File: config.mk
export PLATFORM = sky130hd
export DESIGN_NAME = booth_prod_accum
export DESIGN_NICKNAME = d
export VERILOG_FILES = /design/src/rtl/booth_prod_accum_pkg.sv /design/src/rtl/booth_sat_add.sv /design/src/rtl/booth_prod_accum.sv
export SDC_FILE = /design/constraint.sdc
export NUM_CORES = 1
export LEC_CHECK = 0
export CORE_MARGIN = 2
export CORE_UTILIZATION = 60
export CTS_CLUSTER_DIAMETER = 150
export DETAILED_ROUTE_END_ITERATION = 8
export PLACE_DENSITY = 0.85
export SLEW_MARGIN = 20
export SYNTH_ARGS = -nofsm -noshare
export SYNTH_HDL_FRONTEND = slang
export SYNTH_HIERARCHICAL = 1
export SYNTH_SLANG_ARGS = --single-unit
File: constraint.sdc
create_clock -name clk -period 8.1 [get_ports clk]
set_clock_uncertainty 0.05 [all_clocks]
set_input_delay 0.81 -clock clk [delete_from_list [all_inputs] [get_ports clk]]
set_output_delay 0.81 -clock clk [all_outputs]
set_load 0.01 [all_outputs]
File: src/rtl/booth_prod_accum_pkg.sv
// Shared definitions for the framed product accumulator.
// Holds the frame state encoding and the default widths / clamp bounds
// used by booth_prod_accum and booth_sat_add.
package booth_prod_accum_pkg;

  localparam int DATA_W_DEF = 8;
  localparam int ACC_W_DEF  = 16;
  localparam int CNT_W_DEF  = 4;

  localparam logic signed [ACC_W_DEF-1:0] ACC_MAX = {1'b0, {(ACC_W_DEF-1){1'b1}}};
  localparam logic signed [ACC_W_DEF-1:0] ACC_MIN = {1'b1, {(ACC_W_DEF-1){1'b0}}};
  localparam logic [CNT_W_DEF-1:0]        CNT_MAX = '1;

  typedef enum logic {
    IDLE = 1'b0,
    RUN  = 1'b1
  } frame_state_t;

endpackage

File: src/rtl/booth_sat_add.sv
// Combinational saturating adder: ACC_W-bit signed accumulator plus a
// DATA_W-bit signed operand, clamped to the ACC_W signed range.
// Ports:
//   acc     in  ACC_W   current accumulator
//   operand in  DATA_W  signed addend
//   sum     out ACC_W   clamped result
//   ovf     out 1       result was clamped
module booth_sat_add
  import booth_prod_accum_pkg::*;
#(
  parameter int DATA_W = DATA_W_DEF,
  parameter int ACC_W  = ACC_W_DEF
) (
  input  logic [ACC_W-1:0]  acc,
  input  logic [DATA_W-1:0] operand,
  output logic [ACC_W-1:0]  sum,
  output logic              ovf
);

  localparam logic [ACC_W-1:0] MAX_V = {1'b0, {(ACC_W-1){1'b1}}};
  localparam logic [ACC_W-1:0] MIN_V = {1'b1, {(ACC_W-1){1'b0}}};

  logic [ACC_W:0] sum_wide;

  // One guard bit is enough: the operand is narrower than the accumulator.
  assign sum_wide = {acc[ACC_W-1], acc}
                  + {{(ACC_W+1-DATA_W){operand[DATA_W-1]}}, operand};

  always_comb begin
    ovf = sum_wide[ACC_W] ^ sum_wide[ACC_W-1];
    sum = sum_wide[ACC_W-1:0];
    if (ovf) begin
      sum = sum_wide[ACC_W] ? MIN_V : MAX_V;
    end
  end

endmodule

File: src/rtl/booth_prod_accum.sv
// Framed saturating product accumulator. Sums each in_last-terminated
// frame of signed products and hands the total out through a
// single-entry output register with valid/ready.
// Ports:
//   clk, rst_n                 clock, async active-low reset
//   in_valid/in_ready          input beat handshake
//   in_data, in_last           signed product, end-of-frame marker
//   out_valid/out_ready        output total handshake
//   out_sum, out_sat, out_cnt  frame total, sticky clamp flag, beat count
//
// state | meaning
// IDLE  | between frames; acc/sat/cnt are zero
// RUN   | mid-frame; acc/sat/cnt hold the partial sum
module booth_prod_accum
  import booth_prod_accum_pkg::*;
#(
  parameter int DATA_W = DATA_W_DEF,
  parameter int ACC_W  = ACC_W_DEF,
  parameter int CNT_W  = CNT_W_DEF
) (
  input  logic              clk,
  input  logic              rst_n,
  input  logic              in_valid,
  output logic              in_ready,
  input  logic [DATA_W-1:0] in_data,
  input  logic              in_last,
  output logic              out_valid,
  input  logic              out_ready,
  output logic [ACC_W-1:0]  out_sum,
  output logic              out_sat,
  output logic [CNT_W-1:0]  out_cnt
);

  frame_state_t     state;
  logic [ACC_W-1:0] acc;
  logic             sat;
  logic [CNT_W-1:0] cnt;

  logic [ACC_W-1:0] acc_base;
  logic             sat_base;
  logic [CNT_W-1:0] cnt_base;
  logic [CNT_W-1:0] cnt_next;
  logic [ACC_W-1:0] add_sum;
  logic             add_ovf;
  logic             accept;

  // Stalls only while a held total is not draining, so a new last beat
  // can reload the register on the same edge it empties.
  assign in_ready = !(out_valid && !out_ready);
  assign accept   = in_valid && in_ready;

  // A frame always starts from zero, whatever the registers hold.
  assign acc_base = (state == IDLE) ? '0   : acc;
  assign sat_base = (state == IDLE) ? 1'b0 : sat;
  assign cnt_base = (state == IDLE) ? '0   : cnt;
  assign cnt_next = (&cnt_base) ? cnt_base : cnt_base + CNT_W'(1);

  // Shared by the mid-frame and last-beat paths.
  booth_sat_add #(
    .DATA_W (DATA_W),
    .ACC_W  (ACC_W)
  ) u_sat_add (
    .acc     (acc_base),
    .operand (in_data),
    .sum     (add_sum),
    .ovf     (add_ovf)
  );

  always_ff @(posedge clk or negedge rst_n) begin
    if (!rst_n) begin
      state     <= IDLE;
      acc       <= '0;
      sat       <= 1'b0;
      cnt       <= '0;
      out_valid <= 1'b0;
      out_sum   <= '0;
      out_sat   <= 1'b0;
      out_cnt   <= '0;
    end else begin
      if (out_valid && out_ready) begin
        out_valid <= 1'b0;
      end
      if (accept) begin
        if (in_last) begin
          out_sum   <= add_sum;
          out_sat   <= sat_base | add_ovf;
          out_cnt   <= cnt_next;
          out_valid <= 1'b1;
          acc       <= '0;
          sat       <= 1'b0;
          cnt       <= '0;
          state     <= IDLE;
        end else begin
          acc   <= add_sum;
          sat   <= sat_base | add_ovf;
          cnt   <= cnt_next;
          state <= RUN;
        end
      end
    end
  end

endmodule

# [Word level (Yosys, flattened, before mapping)]
# Cells that the tools add are included.
[totals] ff_bits=44 latch_bits=0 ramBits=0 mem_bits_ro=0 input_bits=13 word_cells=32 mem_count=0
[op_classes] add_sub_neg=2 multipliers=0 div=0 order_cmp=0 n_eq_ne=0 n_shift=0 muxes=13 bitwise_logic=2 reduce_logical=7
[op_table] cell="two-way mux 16 bit" n=4
[op_table] cell="adder 16 x 8 -> 17 bit" n=1
[op_table] cell="two-way mux 4 bit" n=3
[op_table] cell="two-way mux 1 bit" n=6
[op_table] cell="adder 4 x 1 -> 4 bit, second input constant" n=1
[op_table] cell="AND reduction 4 bit" n=1
[op_table] cell="logical AND 1 bit" n=3
[op_table] cell="logical NOT 1 bit" n=2
[op_table] cell="AND reduction 2 bit" n=1
[op_table] cell="OR 1 bit" n=1
[op_table] cell="XOR 1 bit" n=1

# [Depth between registers and ports, before layout]
# Gate-level depths: netlist of the first run.
[depth] depth_word=5 mapped_depth=13

# [Modules after synthesis]
# Netlist of the first run, hierarchy kept.
[modules_own_cells] mod="booth_prod_accum" instances=1 cells_each=156 area_each_um2=2085.8
[modules_own_cells] mod="booth_sat_add" instances=1 cells_each=127 area_each_um2=1022.2

# [Worst setup path after synthesis of the first run]
# No wires, ideal clock.
[synth_path] path_kind="input -> register" from="input port in_data[0]" to="register acc[10]" setup_time_ns=0.125 arrival_time_ns=3.134 path_slack_ns=4.791 path_stages=11 path_buffers=1 path_cell_list="ha_1 fa_1 a21o_1 a221oi_4 o21ai_2 a31oi_4 a21oi_4 buf_6 maj3_2 nor2b_1 mux2_2"
[synth_via] elab_chain_cells=4 word_cells_on_any_way=5 classes_between="add/sub (1); mux (3); bitwise (1)"
[synth_lines] item="from (decl)" line_no="booth_prod_accum.sv:25" text="input logic [DATA_W-1:0] in_data,"
[synth_lines] item="adder 16 x 8 -> 17 bit (*)" line_no="booth_sat_add.sv:27" text="+ {{(ACC_W+1-DATA_W){operand[DATA_W-1]}}, operand};"
[synth_lines] item="two-way mux 16 bit / XOR 1 bit (equally long branches)" line_no="booth_sat_add.sv:33, booth_sat_add.sv:30"
[synth_lines] item="two-way mux 16 bit (*)" line_no="booth_sat_add.sv:32" text="if (ovf) begin"
[synth_lines] item="via add_sum[10]" line_no="booth_prod_accum.sv:43" text="logic [ACC_W-1:0] add_sum;"
[synth_lines] item="two-way mux 16 bit (*)" line_no="booth_prod_accum.sv:84" text="if (in_last) begin"
[synth_lines] item="to (signal assigned)" line_no="booth_prod_accum.sv:94" text="acc <= add_sum;"
[synth_lines] item="to (decl)" line_no="booth_prod_accum.sv:35" text="logic [ACC_W-1:0] acc;"
# The timed path passes the listed nets; every way through them passes the cells marked *.
# A chain may end at the register's enable or synchronous reset.

# [Worst setup path after layout of the first run]
[layout_path] from="input port in_data[7]" to="register acc[1]"
# The elaborated chain is that of the path after synthesis.

==> results of run 1 <==
[per-layer routing]
metal | up-vias | global-route usage | share of wire | wire length, um
met3 | 10 | 0.0320 | 0.030 | 184
li1 | 1064 | - | - | -
met4 | 0 | 0.0618 | 0.013 | 81
met1 | 1077 | 0.298 | 0.46 | 2830
met2 | 52 | 0.389 | 0.50 | 3090
met5 | - | 0 | 0 | 0
[per-stage QoR]
step / instances / hold WS, ns / cell area (um2)
2_1_floorplan: 283 / 0.421 / 3110
3_3_place_gp: 372 / 0.432 / 3420
3_5_place_dp: 372 / 0.437 / 3420
4_1_cts: 380 / 0.457 / 3540
5_1_grt: 380 / 0.462 / 3540
6_report: 380 / 0.457 / 3540
[power breakdown]
group / internal [mW] / total (mW) / switching [mW]
sequential: 0.307 / 0.361 / 0.0542
clock: 0.101 / 0.176 / 0.0754
combinational: 0.369 / 0.670 / 0.301
[final cells by class]
class                   instances  area (um2)
clock inverters                 2        38.8
multi-input cells             216        1860
fillers                       377        1500
clock buffers                   6        82.6
inverters                       7        26.3
repair buffers                 35         345
flip-flops and latches         44        1100
well taps                      70        87.6
[Yosys cell counts (all sizes together), types with 4 or more instances]
library cell	instances	area (um2)
nor2b	18	120
buf	12	104
o21ai	11	62.6
and2	16	100
clkbuf	4	15.0
maj3	15	164
mux2	37	480
ha	16	200
nand2	13	56.3
a31oi	7	58.8
a21oi	15	86.3
xnor2	9	86.3
nand2b	4	32.5
a21o	5	37.5
dfrtp	44	1100
inv	7	26.3
nand3	7	35.0
nor2	9	36.3
[critical path, delay by kind of cell]
| family | cells | cell delay [ns] |
|---|---|---|
| fa+ha+maj | 2 | 0.89 |
| buf+inv | 1 | 0.61 |
| mux | 1 | 0.19 |
| compound gates | 4 | 0.67 |
| simple gates | 1 | 0.17 |
| xor+xnor | 1 | 0.77 |
[placed cells by master, fill, tap and decap left out, types with 2 or more instances in the layout]
| cell type | instances |
|---|---|
| clkdlybuf4s50_1 | 34 |
| inv_2 | 2 |
| o21ai_1 | 2 |
| nand2b_1 | 3 |
| maj3_1 | 4 |
| maj3_2 | 11 |
| xnor2_1 | 8 |
| and2_1 | 16 |
| mux2_4 | 17 |
| xor2_1 | 3 |
| o21a_1 | 2 |
| dfrtp_1 | 44 |
| clkbuf_8 | 6 |
| a31oi_1 | 6 |
| nand2_1 | 12 |
| ha_1 | 16 |
| a21oi_1 | 14 |
| o21ai_0 | 7 |
| and3_1 | 3 |
| mux2i_1 | 3 |
| nand3_1 | 7 |
| inv_1 | 5 |
| o21ai_2 | 2 |
| mux2_2 | 20 |
| nor2b_1 | 17 |
| nor3_1 | 3 |
| a2111oi_0 | 2 |
| o2bb2ai_1 | 2 |
| nor2_1 | 8 |
| a21o_1 | 5 |
[how the worst min path moves through the flow]
stage	from	endpoint	slack, ns	depth (start not counted)
4_1_cts	acc[9]	acc[9]	0.46	1
5_1_grt	acc[9]	acc[9]	0.46	1
3_5_place_dp	acc[9]	acc[9]	0.44	1
3_3_place_gp	acc[10]	acc[10]	0.43	1
6_report	acc[9]	acc[9]	0.46	1
2_1_floorplan	acc[10]	acc[10]	0.42	1
[registers in the layout, indices dropped and copies added (netlist names)]
signal / flops
out_cnt: 4
state: 1
out_sum: 16
cnt: 4
acc: 16
out_valid: 1
sat: 1
out_sat: 1
[logic make-up after synthesis]
logic type / count (synthesis) / share of synthesized area
AO/OA/AOI/OAI: 56 / 0.134
XOR/XNOR: 12 / 0.0362
adder cells (fa/ha/maj): 32 / 0.124
buffers and inverters: 23 / 0.0467
flip-flops: 44 / 0.354
multiplexers: 40 / 0.164
AND/OR/NAND/NOR: 76 / 0.141
==> summary.md, run 1 <==
| Metric | Value |
|---|---|
| Run status | completed |
| Antenna violations before repair | 0 |
| Setup violations, final | 0 |
| # Max-Cap Violations | 0 |
| GR Overflow Total | 0 |
| Worst VDD drop | 0.186 mV |
| Async SR Flop Fraction | 1.00 |
| Final cycle utilization of the critical path | 0.485 |
| Clock tree from TritonCTS | yes |
| Count of pins over their slew limit | 0 |
| Power per cell area | 341 nW/um2 |
| Final TNS setup | 0 ns |
| Area added between synthesis and finish | 14.0% |
| Number of instances in the synthesized netlist | 283 |
| Share of the core filled with cells in the final layout | 0.703 |
| Sequential-to-total area share from yosys stat | 0.354 |
| Required arrival time at the worst endpoint | 8.28 ns |
| Via-to-Cell Ratio | 5.80 |
| Arrival @ worst endpoint | 4.11 ns |
| Initial core utilization | 0.616 |
| Fmax achieved | 255 MHz |
| Hold-fix buffers at CTS | 0 |
| Total number of clock tree sinks | 44 |
| Largest stage delay, worst path | 0.77 ns |
| Path depth of the worst reg2reg path | 10 |
| Worst setup slack for register-to-register paths | 4.31 ns |
| Total number of placement rows | 26 |
| Total count of hold-check failures in the final report | 0 |
| Last element of the critical path | acc[1] |
| DRC | 0 |
| Average routed wire per standard cell | 16.3 um |
| Via Count | 2203 |
| Number of enable-type register cells in the synthesized netlist | 0 |
| Placer Congestion | 0.883 |
| Vertical die dimension | 76.0 um |
| TritonCTS Buffers | 5 |
| Worst slew margin | 0.340 |
| Maximum number of pins on one net before global-route repair | 45 |
| CTS Buffer Depth | 2 |
| Total Routing Usage GR | 0.225 |
| Post-synthesis sequential element count | 44 |
| Clock-pin transition on the worst setup and hold timing paths | 0.09 ns |
| Clock root buffer | clkbuf_8 |
| Port-buffer cells | 35 |
| Shortest clock period the worst path allows after layout | 3.93 ns |
| Fin nets | 339 |
| Static Leak | 1.54 nW |
| Area of the core region | 5040 um2 |
| RSZ-0062 raised after global routing | false |
| Detailed router's first-iteration violation count | 106 |
| Maximum fanout count along the critical path | 16 |
| Number of distinct standard cells referenced by the synthesized netlist | 56 |
| Kind of end point of the critical path | flip-flop |
| H-tree depth | 2 |
| Floorplan die area | 5770 um2 |
| Worst setup timing slack at the placement stage | 3.98 ns |
| First-pass DRT Iterations | 4 |
| Sum of routed wire length over all layers | 6190 um |
| Worst R2R Start | state |
| Die extent in x | 76.0 um |
| Total half-perimeter wirelength after legalization and detailed placement | 4380 um |
| Startpoint of the worst setup timing path | in_data[7] |
| Most common flop cell mapped by yosys | dfrtp_1 |
| Worst flop-to-flop path endpoint | acc[1] |
| Path type of the worst setup path | in2reg |
| Fraction of layout cells with a size suffix above 1 | 0.223 |
| Worst slew pin tran | 0.986 ns |
| Setup repair bufs after CTS | 0 |
| Synthesized area divided by synthesized cell count | 11.0 um2 |
| Critical path cell sequence | clkdlybuf4s50_1, ha_1, a21oi_1, o21ai_0, o221ai_1, o21ai_2, xnor2_2, maj3_2, nor2b_1, mux2_2 |
| Cell with the biggest individual delay on the critical path | xnor2_2 |
| CTS resizes | 0 |
| Number of synthesis warnings | 6 |
| Post-route antenna net violation count | 0 |
| Io pins | 36 |
| Overall Power | 1.21 mW |
| Syn_nets | 313 |
| Number of global-route vias before repair | 2219 |
| Global-route wire length before repair | 10700 um |
| Class of the worst hold path | reg2reg |
| Cell area after synthesis | 3110 um2 |
| Least setup slack across all paths after layout | 4.17 ns |
| Startpoint kind of the worst setup timing path | primary input |
| Antenna diode instance count | 0 |
| Clock network latency to the later pin of the worst-skew pair | 0.29 ns |
(Power assumes the default switching activity.)
==> run 2, diff against run 1 <==
- CORE_UTILIZATION: 60 -> 51
- PLACE_DENSITY: 0.85 -> 0.77
- clock period: 8.1 -> 3.4 ns (I/O delays scaled with it)
==> run 2 against run 1 <==
The run now ends with hold timing left. First-iteration DRC count is 0.94% higher. Worst hold slack worse by 0.49 ns. Non-clock buffer count is 17 higher. Die area is 17% higher. Register-to-register slack worse by 4.2 ns. Clock-buffer cell count stayed put. Flip-flop and latch count stayed put.
==> summary.md, run 2 (same netlist as run 1, synthesis figures left out) <==
| Metric | Value |
|---|---|
| Arrival @ worst endpoint | 3.39 ns (-0.72 ns) |
| Placer Congestion | 0.855 (-3.2%) |
| Worst VDD drop | 0.433 mV (+130%) |
| Cell area after layout | 3680 um2 (+3.8%) |
| Registers with the highest flip-flop counts | acc (16), out_sum (16) |
| Startpoint kind of the worst setup timing path | flip-flop |
| # Max-Cap Violations | 0 (unchanged) |
| Total number of clock tree sinks | 44 (unchanged) |
| Comb pwr share | 0.568 (+0.013) |
| Sum of routed wire length over all layers | 6290 um (+1.6%) |
| Power per cell area | 810 nW/um2 (+140%) |
| Maximum fanout count along the critical path | 17 (+1) |
| Shortest clock period the worst path allows after layout | 3.25 ns |
| Area of the core region | 5920 um2 (+17%) |
| Worst slew pin tran | 0.562 ns (-0.424 ns) |
| Setup violations, final | 0 (unchanged) |
| Area added between synthesis and finish | 18.4% |
| Internal power contribution | 1.94 mW (+150%) |
| Fraction of layout cells with a size suffix above 1 | 0.263 (+0.0404) |
| Global routing's busiest layer | met2 |
| Total half-perimeter wirelength after legalization and detailed placement | 4530 um (+3.4%) |
| Final standard cell count with taps included and fillers excluded | 402 (+5.8%) |
| Worst slew margin | 0.626 (+0.286) |
| Power spent charging and discharging nets | 1.04 mW (+140%) |
| GR Layer Usage met3 | 0.0440 (+0.0120) |
| H-tree depth | 2 (unchanged) |
| TritonCTS Buffers | 5 (unchanged) |
| Failing checks | hold timing |
| CTS resizes | 0 (unchanged) |
| Highest-count cells in the layout ignoring fill and taps | 44 x dfrtp_1, 34 x clkdlybuf4s50_1, 20 x mux2_2 |
| Fillcell total | 473 (+25%) |
| Via Count | 2247 (+2.0%) |
| Total count of hold-check failures in the final report | 44 (+44) |
| Post-route worst hold slack | -0.0304 ns (-0.488 ns) |
| Vertical die dimension | 82.1 um (+8.0%) |
| Io pins | 36 (unchanged) |
| CTS Buffer Depth | 2 (unchanged) |
| Met2 Use GR | 0.337 (-0.0519) |
| Clock root buffer | clkbuf_8 |
| Count of pins over their slew limit | 0 (unchanged) |
| Required arrival time at the worst endpoint | 3.54 ns (-4.74 ns) |
| Area after DPL | 3560 um2 (+3.9%) |
| Clock network latency to the later pin of the worst-skew pair | 0.31 ns (+0.02 ns) |
| RSZ-0062 raised after global routing | false |
| Total Routing Usage GR | 0.203 (-0.0218) |
| Fraction of power spent switching nets | 0.351 (-0.00636) |
| Worst R2R Start | state |
| Final cycle utilization of the critical path | 0.956 |
| Area used by sequential logic in the layout | 1100 um2 (unchanged) |
| Detailed router's first-iteration violation count | 107 (+0.94%) |
| Met1 usage | 0.276 (-0.0215) |
| Global-route wire length before repair | 10500 um (-1.9%) |
| Path type of the worst setup path | reg2reg |
| Die extent in x | 82.1 um (+8.0%) |
| Total area of multi-input combinational cells | 1860 um2 (unchanged) |
| Post-route antenna net violation count | 0 (unchanged) |
| Total number of placement rows | 28 (+7.7%) |
| Clock-pin transition on the worst setup and hold timing paths | 0.10 ns (about the same) |
| Most common cell after layout, fill and taps aside | dfrtp_1 |
| First-pass DRT Iterations | 4 (unchanged) |
| Path depth of the worst reg2reg path | 11 (+1) |
| Fin nets | 356 (+5.0%) |
| Port-buffer cells | 35 (unchanged) |
| GR Overflow Total | 0 (unchanged) |
| Class of the worst hold path | in2async |
| Floorplan die area | 6730 um2 (+17%) |
| Number of global-route vias before repair | 2153 (-3.0%) |
| Maximum number of pins on one net before global-route repair | 45 (unchanged) |
| Average routed wire per standard cell | 15.6 um (-3.9%) |
| Worst flop-to-flop path endpoint | acc[3] |
| Via-to-Cell Ratio | 5.59 (-3.6%) |
| Fmax achieved | 308 MHz |
| Clock tree from TritonCTS | yes |
| Dpl cells | 394 (+5.9%) |
| Antenna diode instance count | 0 (unchanged) |
| Static Leak | 1.63 nW (+5.4%) |
| Proportion of power drawn by the clock network | 0.147 (about the same) |
| DRC | 0 (unchanged) |
| Worst setup slack for register-to-register paths | 0.15 ns (-4.16 ns) |
| Run status | complete, but fails checks |
| Antenna violations before repair | 0 (unchanged) |
| Kind of end point of the critical path | flip-flop |
| Initial core utilization | 0.525 (-0.0914) |
| Sequential Power Share | 0.286 (-0.013) |
[run 2: cell types whose count changed in the layout (fill, tap and decap cells not counted), sizes merged]
cell	change
buf	+17
[run 2: final cells by class]
| type | count | area share |
|---|---|---|
| sequential | 44 | 0.299 |
| inverter | 7 | 0.00714 |
| tap | 75 | 0.0255 |
| clock inverter | 2 | 0.0105 |
| multi-input combinational | 216 | 0.506 |
| timing repair buffer | 52 | 0.129 |
| clock buffer | 6 | 0.0224 |
[run 2: layer usage]
metal / up-vias / wire length [um]
li1: 1103 / -
met1: 1107 / 2980
met2: 33 / 3100
met3: 4 / 174
met4: 0 / 35
met5: - / 0
[run 2: power by group through the flow]
| stage | logic, mW | registers (mW) | clock network, mW |
|---|---|---|---|
| after floorplan | 1.13 | 0.883 | 0 |
| after global placement | 1.66 | 0.853 | 0 |
| after detailed placement | 1.69 | 0.863 | 0 |
| after CTS | 1.71 | 0.853 | 0.446 |
| after global routing | 1.86 | 0.881 | 0.469 |
| final | 1.69 | 0.851 | 0.438 |
[run 2: per-stage QoR]
step,hold WS [ns],setup TNS [ns],setup WS [ns],power [mW],util
2_1_floorplan,-0.00559,0,0.157,2.01,-
3_3_place_gp,0.431,-0.0260,-0.00904,2.52,0.601
3_5_place_dp,0.436,-0.0725,-0.0271,2.55,0.601
4_1_cts,0.181,0,0.121,3.01,0.621
5_1_grt,0.0117,0,0.00466,3.21,0.622
6_report,-0.0304,0,0.150,2.98,0.622
[run 2: worst max-delay path by stage]
| stage | startpoint | to | depth (start not counted) |
|---|---|---|---|
| 2_1_floorplan | state | acc[10] | 13 |
| 3_3_place_gp | in_data[7] | acc[2] | 10 |
| 3_5_place_dp | in_data[7] | acc[12] | 10 |
| 4_1_cts | state | acc[4] | 11 |
| 5_1_grt | state | acc[3] | 11 |
| 6_report | state | acc[3] | 11 |
[run 2: worst max-delay path, stage by stage (launching register included)]
cell	delay (ns)
dfrtp_1	0.43
and2_1	0.16
ha_1	0.22
fa_1	0.41
a21o_1	0.24
a221oi_4	0.34
o21ai_2	0.15
a31oi_4	0.21
a21oi_4	0.12
maj3_1	0.41
nor2b_1	0.14
mux2_2	0.25
[run 2: repair_timing]
item,in CTS,in global routing
hold buffers,0,0
setup endpoints to repair,0,4
buffers inserted,0,0
==> run 3, diff against run 2 <==
- CORE_UTILIZATION: 51 -> 53
- CTS_BUF_LIST: unset -> sky130_fd_sc_hd__clkbuf_8
- PLACE_DENSITY: 0.77 -> 0.79
==> run 3 against run 2 <==
First-iteration DRC count fell by 11%. The run still ends with hold timing left. Sequential power rose by 0.7%. Flip-flop and latch count did not move. Largest power group unchanged.
==> summary.md, run 3 (same netlist as run 1, synthesis figures left out) <==
| Metric | Value |
|---|---|
| Run status | complete, but fails checks |
| Failing checks | hold timing |
| Clock network latency to the later pin of the worst-skew pair | 0.31 ns (about the same) |
| Total number of placement rows | 27 (-3.6%) |
| Worst slew margin | 0.607 (-0.0191) |
| TritonCTS Buffers | 5 (unchanged) |
| Maximum fanout count along the critical path | 17 (unchanged) |
| Clock tree from TritonCTS | yes |
| Cell with the biggest individual delay on the critical path | dfrtp_1 |
| Hold-fix buffers at CTS | 0 (unchanged) |
| First-pass DRT Iterations | 7 (+3) |
| Antenna diode instance count | 0 (unchanged) |
| Global-route wire length before repair | 11000 um (+4.7%) |
| Io pins | 36 (unchanged) |
| Placer Congestion | 0.886 (+3.6%) |
| Area added between synthesis and finish | 20.8% |
| GR Layer Usage met3 | 0.0292 (-0.0147) |
| Number of global-route vias before repair | 2299 (+6.8%) |
| Initial core utilization | 0.558 (+0.0326) |
| Largest stage delay, worst path | 0.45 ns (+0.02 ns) |
| DRC | 0 (unchanged) |
| CTS resizes | 0 (unchanged) |
| Most common cell after layout, fill and taps aside | dfrtp_1 |
| Required arrival time at the worst endpoint | 3.54 ns (about the same) |
| Fmax achieved | 308 MHz (about the same) |
| Setup repair bufs after CTS | 0 (unchanged) |
| Kind of end point of the critical path | flip-flop |
| Average routed wire per standard cell | 16.0 um (+2.4%) |
| Total number of clock tree sinks | 44 (unchanged) |
| Met2 Use GR | 0.368 (+0.0301) |
| Die extent in x | 80.6 um (-1.8%) |
| Maximum number of pins on one net before global-route repair | 45 (unchanged) |
| Total Routing Usage GR | 0.219 (+0.0157) |
| Via Count | 2307 (+2.7%) |
| Static Leak | 1.66 nW (+2.3%) |
| Antenna violations before repair | 0 (unchanged) |
| Detailed router's first-iteration violation count | 95 (-11%) |
| Total area of multi-input combinational cells | 1870 um2 (+0.60%) |
| Final cycle utilization of the critical path | 0.956 (about the same) |
| Fillcell total | 429 (-9.3%) |
| Count of buffering cells on the critical path with inverters included | 0 (unchanged) |
| Global routing's busiest layer | met2 |
| Met1 usage | 0.293 (+0.0174) |
| Least setup slack across all paths after layout | 0.150 ns (+0.000497 ns) |
| Count of pins over their slew limit | 0 (unchanged) |
| Total half-perimeter wirelength after legalization and detailed placement | 4680 um (+3.3%) |
| Worst slew pin tran | 0.589 ns (+0.0273 ns) |
| Port-buffer cells | 35 (unchanged) |
| # Max-Cap Violations | 0 (unchanged) |
| Registers with the highest flip-flop counts | acc (16), out_sum (16) |
| Area used by sequential logic in the layout | 1100 um2 (unchanged) |
| Post-route antenna net violation count | 0 (unchanged) |
| Via-to-Cell Ratio | 5.67 (+1.4%) |
| Shortest clock period the worst path allows after layout | 3.25 ns (-0.000497 ns) |
| Overall Power | 3.07 mW (+3.0%) |
| Vertical die dimension | 80.6 um (-1.8%) |
| Critical path cell sequence | and2_1, ha_1, fa_1, a21o_1, a221oi_4, o21ai_2, a31oi_4, a21oi_4, maj3_1, nor2b_1, mux2_2 |
| Clock-pin transition on the worst setup and hold timing paths | 0.10 ns (about the same) |
| Path type of the worst setup path | reg2reg |
| Clock root buffer | clkbuf_8 |
| Area of the core region | 5570 um2 (-5.9%) |
| Sum of routed wire length over all layers | 6520 um (+3.7%) |
| Post-route worst hold slack | -0.0380 ns (-0.00761 ns) |
| H-tree depth | 2 (unchanged) |
| Floorplan die area | 6490 um2 (-3.6%) |
| Arrival @ worst endpoint | 3.39 ns (about the same) |
| Fin nets | 364 (+2.2%) |
| Setup violations, final | 0 (unchanged) |
| Fraction of layout cells with a size suffix above 1 | 0.287 (+0.0236) |
| Class of the worst hold path | in2async |
| CTS Buffer Depth | 2 (unchanged) |
| Startpoint kind of the worst setup timing path | flip-flop |
| Worst setup timing slack at the placement stage | -0.0466 ns (-0.0196 ns) |
| Largest delay share family, worst path | adder cells |
| Highest-count cells in the layout ignoring fill and taps | 44 x dfrtp_1, 34 x clkdlybuf4s50_1, 25 x buf_4 |
| Worst VDD drop | 0.481 mV (+11%) |
| GR Overflow Total | 0 (unchanged) |
| Total count of hold-check failures in the final report | 44 (unchanged) |
| Power per cell area | 818 nW/um2 (+1.0%) |
run 3: worst paths after layout:
kind / start / endpoint / slack, ns / depth (start not counted)
setup / recovery: state / acc[3] / 0.15 / 11
hold / removal: rst_n / out_sum[7] / -0.04 / 1
setup reg to reg: state / acc[3] / 0.15 / 11
hold reg to reg: acc[3] / acc[3] / 0.46 / 1
max in group asynchronous: rst_n / acc[12] / 2.94 / 1
min in group clk: acc[3] / acc[3] / 0.46 / 1
run 3: report_power, final:
group	internal (mW)	total, mW	switching, mW
logic	1.04	1.79	0.757
clock network	0.222	0.419	0.197
registers	0.732	0.857	0.125
run 3: layer usage:
metal,vias up,routed length [um],share of wire
li1,1113,-,-
met1,1130,3080,0.47
met2,53,3150,0.48
met3,11,190,0.029
met4,0,98,0.015
met5,-,0,0
run 3: metrics by stage:
step / cells / setup TNS (ns) / instance area (um2) / util
6_report: 407 / 0 / 3750 / 0.673
5_1_grt: 407 / -0.00557 / 3750 / 0.673
4_1_cts: 407 / 0 / 3740 / 0.671
3_5_place_dp: 399 / -0.154 / 3620 / 0.650
3_3_place_gp: 399 / 0 / 3620 / 0.650
2_1_floorplan: 283 / 0 / 3110 / -
run 3: final cells by class:
| cell class | count | share of cell area |
|---|---|---|
| Sequential cell | 44 | 0.293 |
| Clock inverter | 3 | 0.0123 |
| Timing Repair Buffer | 60 | 0.146 |
| Multi-Input combinational cell | 216 | 0.499 |
| Inverter | 7 | 0.00700 |
| Tap cell | 72 | 0.0240 |
| Clock buffer | 5 | 0.0183 |
